[src/rtl/uart_data_rx.sv]
`default_nettype none
// ============================================================================
// Module      : uart_data_rx
// Description : Receive side of the three-channel UART data path. Drains the
//               x, y and level RX FIFOs of the remote player through one pop
//               FSM per channel. Presents the latest bytes as registered
//               outputs, raises a one-cycle new-data strobe, and flags link
//               loss after a programmable idle period.
// Revision    : 1.0 - initial release
// ----------------------------------------------------------------------------
// Parameters
//   DEF_1 / DEF_2 / DEF_3 : data_out_1..3 value at reset (x, y, level)
//   TIMEOUT_CYCLES        : idle cycles with no popped byte before link_lost
// Ports
//   clk                   : system clock, all logic on rising edge
//   rst_n                 : asynchronous active-low reset
//   rx_empty_k  (in,  1)  : channel-k RX FIFO empty flag
//   r_data_k    (in,  8)  : channel-k RX FIFO head word (valid when !empty)
//   rd_uart_k   (out, 1)  : channel-k FIFO pop, one pop per high clock edge
//   data_out_k  (out, 8)  : latest received byte of channel k
//   new_data    (out, 1)  : one-cycle strobe in the first cycle of new data
//   link_lost   (out, 1)  : no byte popped for TIMEOUT_CYCLES cycles
// Configuration
//   UART_RX_SYNC_EN       : when defined, the outputs update only as a
//                           complete x/y/level frame (all three channels
//                           received since the last update). When undefined,
//                           each channel updates its output on its own.
// ============================================================================
module uart_data_rx #(
    parameter logic [7:0]  DEF_1          = 8'h46,
    parameter logic [7:0]  DEF_2          = 8'h08,
    parameter logic [7:0]  DEF_3          = 8'h14,
    parameter int unsigned TIMEOUT_CYCLES = 6_500_000
) (
    input  logic       clk,
    input  logic       rst_n,
    input  logic       rx_empty_1,
    input  logic [7:0] r_data_1,
    output logic       rd_uart_1,
    input  logic       rx_empty_2,
    input  logic [7:0] r_data_2,
    output logic       rd_uart_2,
    input  logic       rx_empty_3,
    input  logic [7:0] r_data_3,
    output logic       rd_uart_3,
    output logic [7:0] data_out_1,
    output logic [7:0] data_out_2,
    output logic [7:0] data_out_3,
    output logic       new_data,
    output logic       link_lost
);

    localparam int              c_CNT_W = $clog2(TIMEOUT_CYCLES + 1);
    localparam logic [c_CNT_W-1:0] c_TMO = c_CNT_W'(TIMEOUT_CYCLES);

    typedef enum logic [1:0] {
        S_IDLE = 2'd0,
        S_POP  = 2'd1,
        S_WAIT = 2'd2
    } state_t;

    // Channel-indexed views of the flat port list
    logic [2:0] w_empty;
    logic [7:0] w_rdata [3];
    logic [7:0] w_dout  [3];
    logic [2:0] w_rd;
    logic [2:0] w_cap;      // channel pops (and captures) at this edge

    assign w_empty    = {rx_empty_3, rx_empty_2, rx_empty_1};
    assign w_rdata[0] = r_data_1;
    assign w_rdata[1] = r_data_2;
    assign w_rdata[2] = r_data_3;

    // ------------------------------------------------------------------
    // Link-loss timeout counter
    // ------------------------------------------------------------------
    logic [c_CNT_W-1:0] r_cnt;
    logic [c_CNT_W-1:0] w_cnt_next;
    logic               r_link_lost;

    always_comb begin
        w_cnt_next = r_cnt;
        if (|w_cap) begin
            w_cnt_next = '0;
        end else if (r_cnt != c_TMO) begin
            w_cnt_next = r_cnt + c_CNT_W'(1);
        end
    end

    // link_lost tracks the counter value it will hold after this edge, so
    // it is high exactly while the counter sits at its saturation value.
    always_ff @(posedge clk or negedge rst_n) begin
        if (!rst_n) begin
            r_cnt       <= c_TMO;
            r_link_lost <= 1'b1;
        end else begin
            r_cnt       <= w_cnt_next;
            r_link_lost <= (w_cnt_next == c_TMO);
        end
    end

    // ------------------------------------------------------------------
    // Frame assembly / strobe
    // ------------------------------------------------------------------
    logic r_new_data;

`ifdef UART_RX_SYNC_EN
    logic [2:0] r_flag;
    logic [2:0] w_flag_set;
    logic       w_frame;      // all three channels present: commit outputs
    logic       w_lost_rise;

    assign w_flag_set  = r_flag | w_cap;
    assign w_frame     = &w_flag_set;
    assign w_lost_rise = (w_cnt_next == c_TMO) && !r_link_lost;

    // A partial frame older than the link timeout is stale; drop it so the
    // next frame starts from scratch.
    always_ff @(posedge clk or negedge rst_n) begin
        if (!rst_n) begin
            r_flag     <= 3'b000;
            r_new_data <= 1'b0;
        end else begin
            if (w_frame || w_lost_rise) begin
                r_flag <= 3'b000;
            end else begin
                r_flag <= w_flag_set;
            end
            r_new_data <= w_frame;
        end
    end
`else
    always_ff @(posedge clk or negedge rst_n) begin
        if (!rst_n) begin
            r_new_data <= 1'b0;
        end else begin
            // One strobe even when several channels capture together
            r_new_data <= |w_cap;
        end
    end
`endif

    // ------------------------------------------------------------------
    // Per-channel pop FSM and output register
    // ------------------------------------------------------------------
    for (genvar gi = 0; gi < 3; gi++) begin : g_ch
        localparam logic [7:0] c_DEF = (gi == 0) ? DEF_1 :
                                       (gi == 1) ? DEF_2 : DEF_3;

        state_t     r_state;
        state_t     w_state_next;
        logic       r_rd;
        logic [7:0] r_dout;

        // IDLE -> POP -> WAIT -> IDLE. WAIT gives the FIFO a cycle to update
        // its empty flag after the pop, so the pop strobe never repeats on
        // back-to-back cycles and never pops an empty FIFO.
        always_comb begin
            w_state_next = r_state;
            case (r_state)
                S_IDLE:  if (!w_empty[gi]) w_state_next = S_POP;
                S_POP:   w_state_next = S_WAIT;
                S_WAIT:  w_state_next = S_IDLE;
                default: w_state_next = S_IDLE;
            endcase
        end

        always_ff @(posedge clk or negedge rst_n) begin
            if (!rst_n) begin
                r_state <= S_IDLE;
                r_rd    <= 1'b0;
            end else begin
                r_state <= w_state_next;
                r_rd    <= (w_state_next == S_POP);
            end
        end

        // The edge that ends the POP cycle is the pop edge: the FIFO
        // advances and the head word is captured at the same time.
        assign w_cap[gi] = (r_state == S_POP);

`ifdef UART_RX_SYNC_EN
        logic [7:0] r_shadow;
        logic [7:0] w_shadow_next;

        // Latest byte wins; a byte captured on the committing edge is
        // included in the committed frame.
        assign w_shadow_next = w_cap[gi] ? w_rdata[gi] : r_shadow;

        always_ff @(posedge clk or negedge rst_n) begin
            if (!rst_n) begin
                r_shadow <= c_DEF;
                r_dout   <= c_DEF;
            end else begin
                r_shadow <= w_shadow_next;
                if (w_frame) begin
                    r_dout <= w_shadow_next;
                end
            end
        end
`else
        always_ff @(posedge clk or negedge rst_n) begin
            if (!rst_n) begin
                r_dout <= c_DEF;
            end else if (w_cap[gi]) begin
                r_dout <= w_rdata[gi];
            end
        end
`endif

        assign w_dout[gi] = r_dout;
        assign w_rd[gi]   = r_rd;
    end

    // ------------------------------------------------------------------
    // Outputs (all driven straight from flops)
    // ------------------------------------------------------------------
    assign rd_uart_1  = w_rd[0];
    assign rd_uart_2  = w_rd[1];
    assign rd_uart_3  = w_rd[2];
    assign data_out_1 = w_dout[0];
    assign data_out_2 = w_dout[1];
    assign data_out_3 = w_dout[2];
    assign new_data   = r_new_data;
    assign link_lost  = r_link_lost;

endmodule
`default_nettype wire

[config.mk]
export PLATFORM = sky130hd
export DESIGN_NAME = uart_data_rx
export DESIGN_NICKNAME = d
export VERILOG_FILES = /design/src/rtl/uart_data_rx.sv
export SDC_FILE = /design/constraint.sdc
export NUM_CORES = 1
export LEC_CHECK = 0
export ABC_AREA = 1
export BUFFER_PORTS_ARGS = -buffer_cell sky130_fd_sc_hd__buf_4
export CORE_MARGIN = 2
export CORE_UTILIZATION = 55
export DETAILED_ROUTE_END_ITERATION = 16
export HOLD_SLACK_MARGIN = 0.06
export PLACE_DENSITY_LB_ADDON = 0.12
export SLEW_MARGIN = 5
export SYNTH_ARGS = -nofsm -noshare
export SYNTH_HDL_FRONTEND = slang
export SYNTH_SLANG_ARGS = --single-unit
[constraint.sdc]
create_clock -name clk -period 3.95 [get_ports clk]
set_input_delay 0.79 -clock clk [delete_from_list [all_inputs] [get_ports clk]]
set_output_delay 0.79 -clock clk [all_outputs]
set_load 0.1 [all_outputs]
After elaboration in Yosys (flattened, before gate mapping)
Index checks and enable logic that the tools add are counted.
{"block": "word_totals", "ff_bits": 58, "latch_bits": 0, "ramBits": 0, "romBits": 0, "in_bits": 29, "output_inout_bits": 29, "wordCells": 33, "memories": 0}
{"block": "op_classes", "n_addsub": 1, "multipliers": 0, "div": 0, "n_lt_le_gt_ge": 0, "eq_ne": 8, "shifts": 0, "n_mux": 8, "bitwise_logic": 0, "n_reduce_logical": 4}
{"cell": "23-bit 2-to-1 mux", "count": 2}
{"cell": "23-bit by 1-bit adder with 23-bit output, second input constant", "count": 1}
{"cell": "23-bit == test, second input constant", "count": 1}
{"cell": "23-bit inequality test, second input constant", "count": 1}
{"cell": "2-bit by 1-bit == test with 1-bit output, second input constant", "count": 6}
{"cell": "2-bit one-hot mux with 2 select lines", "count": 3}
{"cell": "2-bit logical NOT", "count": 3}
{"cell": "2-bit 2-to-1 mux", "count": 3}
{"cell": "3-bit OR reduction", "count": 1}

Depth between registers and ports, before layout
Gate-level depths: netlist of the first run.
{"block": "logic_depth", "ltp_word": 4, "ltp_mapped": 13, "mapped_depth_nobuf": 13}

Worst setup path after synthesis of the first run
No wires, ideal clock.
{"block": "synth_timing", "path_kind": "register -> output", "from": "register g_ch[0].r_dout[0] (netlist: data_out_1[0])", "to": "output data_out_1[0]", "arrival_time_ns": 0.898, "required_time_ns": 3.160, "path_slack_ns": 2.262, "stages_incl_launch_ff": 1, "n_path_buf": 0, "path_cell_list": "dfrtp_1"}
{"item": "start: declaration", "line": "153", "rtl": "logic [7:0] r_dout;"}
{"item": "start signal: assignment", "line": "206", "rtl": "r_dout <= w_rdata[gi];"}
{"item": "end: declaration", "line": "46", "rtl": "output logic [7:0] data_out_1,"}
No word-level cell between the ends.

Worst setup path in the final report of the first run
{"block": "layout_timing", "from": "register g_ch[0].r_state[1]", "to": "register r_link_lost (netlist: link_lost)"}
{"block": "layout_via", "elab_chain_cells": 4}
{"item": "start: declaration", "line": "150", "rtl": "state_t r_state;"}
{"item": "start signal: assignment", "line": "173", "rtl": "r_state <= w_state_next;"}
{"item": "2-bit by 1-bit == test with 1-bit output", "line": "180", "rtl": "assign w_cap[gi] = (r_state == S_POP);"}
{"item": "3-bit OR reduction", "line": "83", "rtl": "if (|w_cap) begin"}
{"item": "23-bit 2-to-1 mux", "line": "83"}
{"item": "named net w_cnt_next[14]", "line": "78", "rtl": "logic [c_CNT_W-1:0] w_cnt_next;"}
{"item": "23-bit == test", "line": "98", "rtl": "r_link_lost <= (w_cnt_next == c_TMO);"}
{"item": "end signal: assignment", "line": "98"}
{"item": "end: declaration", "line": "79", "rtl": "logic r_link_lost;"}
The timed path passes the listed nets, and every way through them passes these cells.
A chain may end at the register's enable or synchronous reset.

==> impl_metrics.tcl, run 1 <==
set metrics [dict create \
    reg2reg_depth 8 \
    place_inst 501 \
    finish.utilization_pct 70.5 \
    switching_share_pct 47.6 \
    start_util_pct 56.9 \
    yosysWarnings 0 \
    drive_gt1_share_pct 24.4 \
    yosysSeqAreaShare_pct 50.7 \
    tightestPinTransition_ps 737 \
    critPathLaunch "g_ch[0].r_state[1]$_DFF_PN0_" \
    grt_pass1_wl_microns 11200 \
    worstReg2RegStart "g_ch[0].r_state[1]$_DFF_PN0_" \
    die_x_microns 76.7 \
    cts_tree "yes" \
    multiInputGateArea_sq_um 1230 \
    via_per_inst 4.96 \
    cap_violations 0 \
    p_int_mw 1.21 \
    setup_viol 0 \
    num_antenna_cells 0 \
    antenna_found_initial 0 \
    rsz0062_at_grt "no" \
    crit_end "link_lost$_DFF_PN1_" \
    post-route-period-util_pct 49.5 \
    grt_max_degree 59 \
    final_nets 473 \
    cp_max_fo 20 \
    slew-limit-headroom_pct 50.7 \
    cp-end-kind "register" \
    synth.distinct_cells 28 \
    power_density_nw_per_um2 640 \
    reg2reg_slack_ps 1990 \
    dpl-instance-area_sq_um 3400 \
    drc 0 \
    ctsHtreeMaxLevel 3 \
    ctsResizeCount 0 \
    finalPower_mw 2.30 \
    rows 26 \
    area_growth_syn_to_layout_pct 23.8 \
    worstSetupPathType "reg -> reg" \
    nFillCells 434 \
    post-place-ws_ps 2030 \
    clockBufferDepth 2 \
    track_usage_pct 24.2 \
    status "finished, final reports clean" \
    first_pass_iters 6 \
    worstSetupStartpointType "register" \
    ir_drop_mv 0.526 \
    p_clk_share_pct 23.3 \
    cts_setup_buffers 0 \
    leakage_nw 1.85 \
    r2r-end "link_lost$_DFF_PN1_" \
    p_sw_mw 1.10 \
    report.final.hold_viol_count 0 \
    cp.required_ps 4220 \
    port_buffers 57 \
    dieHeight_microns 76.7 \
    ios 58 \
    yosys_register_bits 58 \
    power_frac_comb_pct 42.8 \
    pwr-share-seq_pct 33.9 \
    period_needed_ps 1960 \
    worstPathArrival_ps 2220 \
    synth_cells 378 \
    clk_pin_slew_ps 60 \
    core_area_sq_um 5110 \
    fin_cells 517 \
    overflow 0 \
    hold_slack_ps 445 \
    regArea_sq_um 1470 \
    vias 2563 \
    numCtsBuffers 9 \
    syn_avg_cell_area_sq_um 7.69 \
    hold_class "reg -> reg" \
    fin_setup_tns_ps 0 \
    maxSlewViolCount 0 \
    postRouteAntennaNets 0 \
    gp_congestion 0.929 \
    drtIter0Drc 207 \
    syn_area_sq_um 2910 \
    grt_pass1_vias 2469 \
    finish.instance_area_sq_um 3600 \
    dpl.hpwl_microns 4760 \
    die-area_sq_um 5880 \
    routed_wl_microns 6490 \
    hold_buffers 0 \
    setup_ws_ps 1990 \
    cts.sink_count 58 \
    max_freq_ghz 0.511 \
    clock_latency_ps 340 \
    syn_nets 409 \
    root_buffer "clkbuf_8" \
    wl_per_cell_microns 12.6 \
    fin_worst_skew_ps 9.37 \
]
[area by class of cell]
class,instances,area share (%)
flip-flops and latches,58,40.9
multi-input cells,268,34.2
repair buffers,58,12.1
inverters,47,4.90
clock buffers,11,3.93
well taps,70,2.43
clock inverters,5,1.50
[Yosys cell counts]
library cell | count | area (sq um)
clkbuf_1 | 3 | 11.3
o21bai_1 | 2 | 15.0
nand2_2 | 4 | 25.0
buf_4 | 2 | 15.0
nor2_1 | 50 | 188
xor2_1 | 5 | 43.8
ha_1 | 2 | 25.0
o21ai_0 | 3 | 15.0
or2_2 | 1 | 6.26
nor3_2 | 2 | 20.0
nand2_1 | 137 | 514
dfstp_2 | 17 | 447
and3_1 | 2 | 12.5
nand3b_1 | 1 | 7.51
nor2_4 | 4 | 45.0
a21oi_2 | 1 | 8.76
nand2_4 | 1 | 11.3
inv_1 | 45 | 169
clkinv_1 | 2 | 7.51
nand3_1 | 28 | 140
dfrtp_1 | 41 | 1030
o21ai_1 | 3 | 15.0
nand3_2 | 4 | 40.0
nor3b_1 | 1 | 7.51
nor3_1 | 8 | 40.0
nor2_2 | 2 | 12.5
a21oi_1 | 4 | 20.0
nand4_1 | 3 | 18.8
[registers in the layout, summed over array words and instances, names as in the netlist]
register      flops
data_out_2        8
data_out_3        8
g_ch.r_state      6
data_out_1        8
r_cnt            23
new_data          1
rd_uart_2         1
rd_uart_1         1
link_lost         1
rd_uart_3         1
[metal layers]
metal | share of wire (%) | routed length (microns) | vias to the layer above | global-route usage (%)
met5 | 0 | 0 | - | 0
met4 | 1.6 | 102 | 0 | 11.6
met3 | 5.9 | 383 | 10 | 4.12
met2 | 49 | 3180 | 85 | 38.6
met1 | 44 | 2830 | 1175 | 32.2
li1 | - | - | 1293 | -
[how the worst min path moves through the flow]
stage                                 startpoint                      endpoint  slack [ps]  cells past startpoint
floorplan           g_ch[2].r_state[0]$_DFF_PN0_  g_ch[2].r_state[0]$_DFF_PN0_         430                      1
global placement    g_ch[2].r_state[0]$_DFF_PN0_           rd_uart_3$_DFF_PN0_         430                      1
detailed placement  g_ch[0].r_state[1]$_DFF_PN0_  g_ch[0].r_state[0]$_DFF_PN0_         440                      1
CTS                 g_ch[1].r_state[1]$_DFF_PN0_           rd_uart_2$_DFF_PN0_         450                      1
global route        g_ch[1].r_state[1]$_DFF_PN0_           rd_uart_2$_DFF_PN0_         460                      1
finish              g_ch[1].r_state[1]$_DFF_PN0_           rd_uart_2$_DFF_PN0_         450                      1
[worst max-delay path: stages, from the launching register on]
cell,delay (ps)
dfrtp_1,390
nor2_1,580
nor3_2,60
buf_4,230
clkinv_1,190
a21oi_1,80
a21oi_1,140
nand3_1,100
nor3_2,100
[cell families (layout without fill, tap and decap cells)]
logic type,Yosys count,count (layout),share of synthesized area (%)
AND/OR/NAND/NOR,248,248,37.5
AO/OA/AOI/OAI,13,13,2.54
XOR/XNOR,5,5,1.51
adder cells (fa/ha/maj),2,2,0.861
buffers and inverters,52,121,6.97
flip-flops,58,58,50.7
[cell usage in the layout, fill, tap and decap left out, types with 2 or more instances in the layout]
| cell type | instances |
|---|---|
| dfrtp_1 | 41 |
| clkinv_1 | 2 |
| nand3_2 | 4 |
| buf_4 | 58 |
| ha_1 | 2 |
| nand4_1 | 3 |
| clkbuf_8 | 10 |
| nor3_1 | 8 |
| o21ai_0 | 3 |
| nand2_2 | 4 |
| nand3_1 | 28 |
| nand2_1 | 137 |
| o21bai_1 | 2 |
| nor2_4 | 4 |
| a21oi_1 | 4 |
| inv_1 | 45 |
| and3_1 | 2 |
| nor2_1 | 50 |
| nor3_2 | 2 |
| nor2_2 | 2 |
| dfstp_2 | 17 |
| xor2_1 | 5 |
| clkinv_2 | 3 |
| o21ai_1 | 3 |
[power by group through the flow]
stage	Sequential (mW)	Combinational [mW]	Clock (mW)
after floorplan	1.40	0.160	0
after global placement	0.786	0.981	0
after detailed placement	0.785	0.992	0
after CTS	0.779	0.991	0.546
after global routing	0.796	1.03	0.576
final	0.780	0.986	0.536
No activity file was read; power rests on OpenSTA's default activity.
==> inputs of run 2 (changes only) <==
clock period = 1.8 ns   (was 3.95 ns; I/O delays follow)
==> impl_metrics.tcl, run 2 (synthesis results as in run 1) <==
set metrics [dict create \
    status "finished with violations" \
    failed_checks "setup timing" \
    fin_worst_skew_ps 8.18 \
    setup_viol 1 \
    worstPathArrival_ps 2110 \
    report.final.hold_viol_count 0 \
    power_density_nw_per_um2 1410 \
    tightestPinTransition_ps 720 \
    hold_class "in -> async" \
    clock_latency_ps 330 \
    cp_max_fo 5 \
    clk_pin_slew_ps 70 \
    max_freq_ghz 0.539 \
    final_nets 494 \
    cts_tree "yes" \
    post-route-period-util_pct 103 \
    die_x_microns 76.7 \
    drive_gt1_share_pct 34.2 \
    maxSlewViolCount 0 \
    grt_pass1_wl_microns 11800 \
    finalPower_mw 5.62 \
    dieHeight_microns 76.7 \
    busiest_layer "met2" \
    track_usage_pct 25.7 \
    rows 26 \
    wl_per_cell_microns 13.8 \
    cpMostUsedCell "nand2_1" \
    cp-end-kind "register" \
    cp.required_ps 2050 \
    start_util_pct 56.9 \
    ios 58 \
    grt_max_degree 59 \
    worstReg2RegStart "r_cnt[0]$_DFF_PN0_" \
    first_pass_iters 7 \
    nFillCells 387 \
    routed_wl_microns 7430 \
    grt_use_met2_pct 42.3 \
    slowest_stage "dfrtp_1" \
    ir_drop_mv 1.56 \
    leakage_nw 2.03 \
    cap_violations 0 \
    clockBufferDepth 2 \
    period_needed_ps 1850 \
    regMostFlops "r_cnt" \
    path_cells "buf_4, buf_4, nand3_4, nor2_4, nand3_4, nor2_1, nand2_1, nand3_1, nand2_1, nor2_1, nand2_1, nor3_2" \
    cts.sink_count 58 \
    area_growth_syn_to_layout_pct 37.3 \
    cpPeakStageDelay_ps 360 \
    worstSetupPathType "reg -> reg" \
    hold_slack_ps 66.6 \
    r2r-end "link_lost$_DFF_PN1_" \
    reg2reg_depth 12 \
    ctsHtreeMaxLevel 3 \
    drc 0 \
    rsz0062_at_grt "yes" \
    reg2reg_slack_ps -50 \
    largest_register_ff_count 23 \
    final_common_cell "nand2_1" \
    vias 2754 \
    setup_ws_ps -54.5 \
    num_antenna_cells 0 \
    core_area_sq_um 5110 \
    port_buffers 57 \
    dpl.hpwl_microns 4850 \
    drtIter0Drc 283 \
    worstSetupStartpointType "register" \
    grt_use_met3_pct 5.76 \
    postRouteAntennaNets 0 \
    root_buffer "clkbuf_8" \
    via_per_inst 5.12 \
    die-area_sq_um 5880 \
    slew-limit-headroom_pct 52.0 \
    numCtsBuffers 9 \
    grtUsageMet1_pct 32.8 \
    final_cell_mix "129 x nand2_1, 77 x buf_4, 44 x inv_1" \
    overflow 0 \
    antenna_found_initial 0 \
    gp_congestion 0.931 \
    grt_pass1_vias 2619 \
]
==> run 2: timing repair <==
item                                   in CTS  in global routing
gates resized for setup                    10                 30
endpoints found under the hold margin       0                  0
setup buffers                               8                  7
setup endpoints to repair                   1                  2
cloned                                      0                  1
hold buffers                                0                  0
pin swaps                                   9                 21
==> run 2: through the flow <==
step                      utilization, %  instance area (sq um)  setup slack [ps]  TNS [ps]  instances
after floorplan                        -                   2910               178         0        378
after global placement              67.6                   3450              30.3         0        506
after detailed placement            67.6                   3450             -74.8     -74.8        506
after CTS                           74.5                   3800              7.24         0        530
after global routing                78.1                   3990              -193      -352        538
final                               78.1                   3990             -54.5     -54.5        538
==> run 2: how the worst max path moves through the flow <==
stage               slack, ps             endpoint               start  cells past startpoint
CTS                         7  link_lost$_DFF_PN1_  r_cnt[0]$_DFF_PN0_                     10
global placement           30  link_lost$_DFF_PN1_  r_cnt[7]$_DFF_PN1_                     10
global route             -190  link_lost$_DFF_PN1_  r_cnt[7]$_DFF_PN1_                     10
finish                    -50  link_lost$_DFF_PN1_  r_cnt[0]$_DFF_PN0_                     12
floorplan                 180  link_lost$_DFF_PN1_  r_cnt[0]$_DFF_PN0_                     10
detailed placement        -70  link_lost$_DFF_PN1_  r_cnt[0]$_DFF_PN0_                     10
==> run 2: area by class of cell <==
type | count | area [sq um] | area share [%]
Clock inverter | 3 | 68.8 | 1.72
Inverter | 47 | 179 | 4.48
Multi-Input combinational cell | 268 | 1380 | 34.5
Timing Repair Buffer | 79 | 623 | 15.6
Sequential cell | 58 | 1480 | 37.0
Clock buffer | 13 | 179 | 4.48
Tap cell | 70 | 87.6 | 2.19
==> run 2: power breakdown <==
group / total, mW / switching [mW] / internal [mW]
clock: 1.45 / 0.515 / 0.934
combinational: 2.47 / 1.88 / 0.590
sequential: 1.70 / 0.143 / 1.56
total: 5.62 / 2.54 / 3.08
==> run 2: critical path, delay by kind of cell (launching register included) <==
kind / cells / cell delay [ps]
buf+inv: 2 / 280
flops: 1 / 360
simple gates: 10 / 1150
==> run 2: metal layers <==
layer | wire length (microns) | vias up
li1 | - | 1339
met1 | 3140 | 1275
met2 | 3600 | 115
met3 | 461 | 25
met4 | 225 | 0
met5 | 0 | -
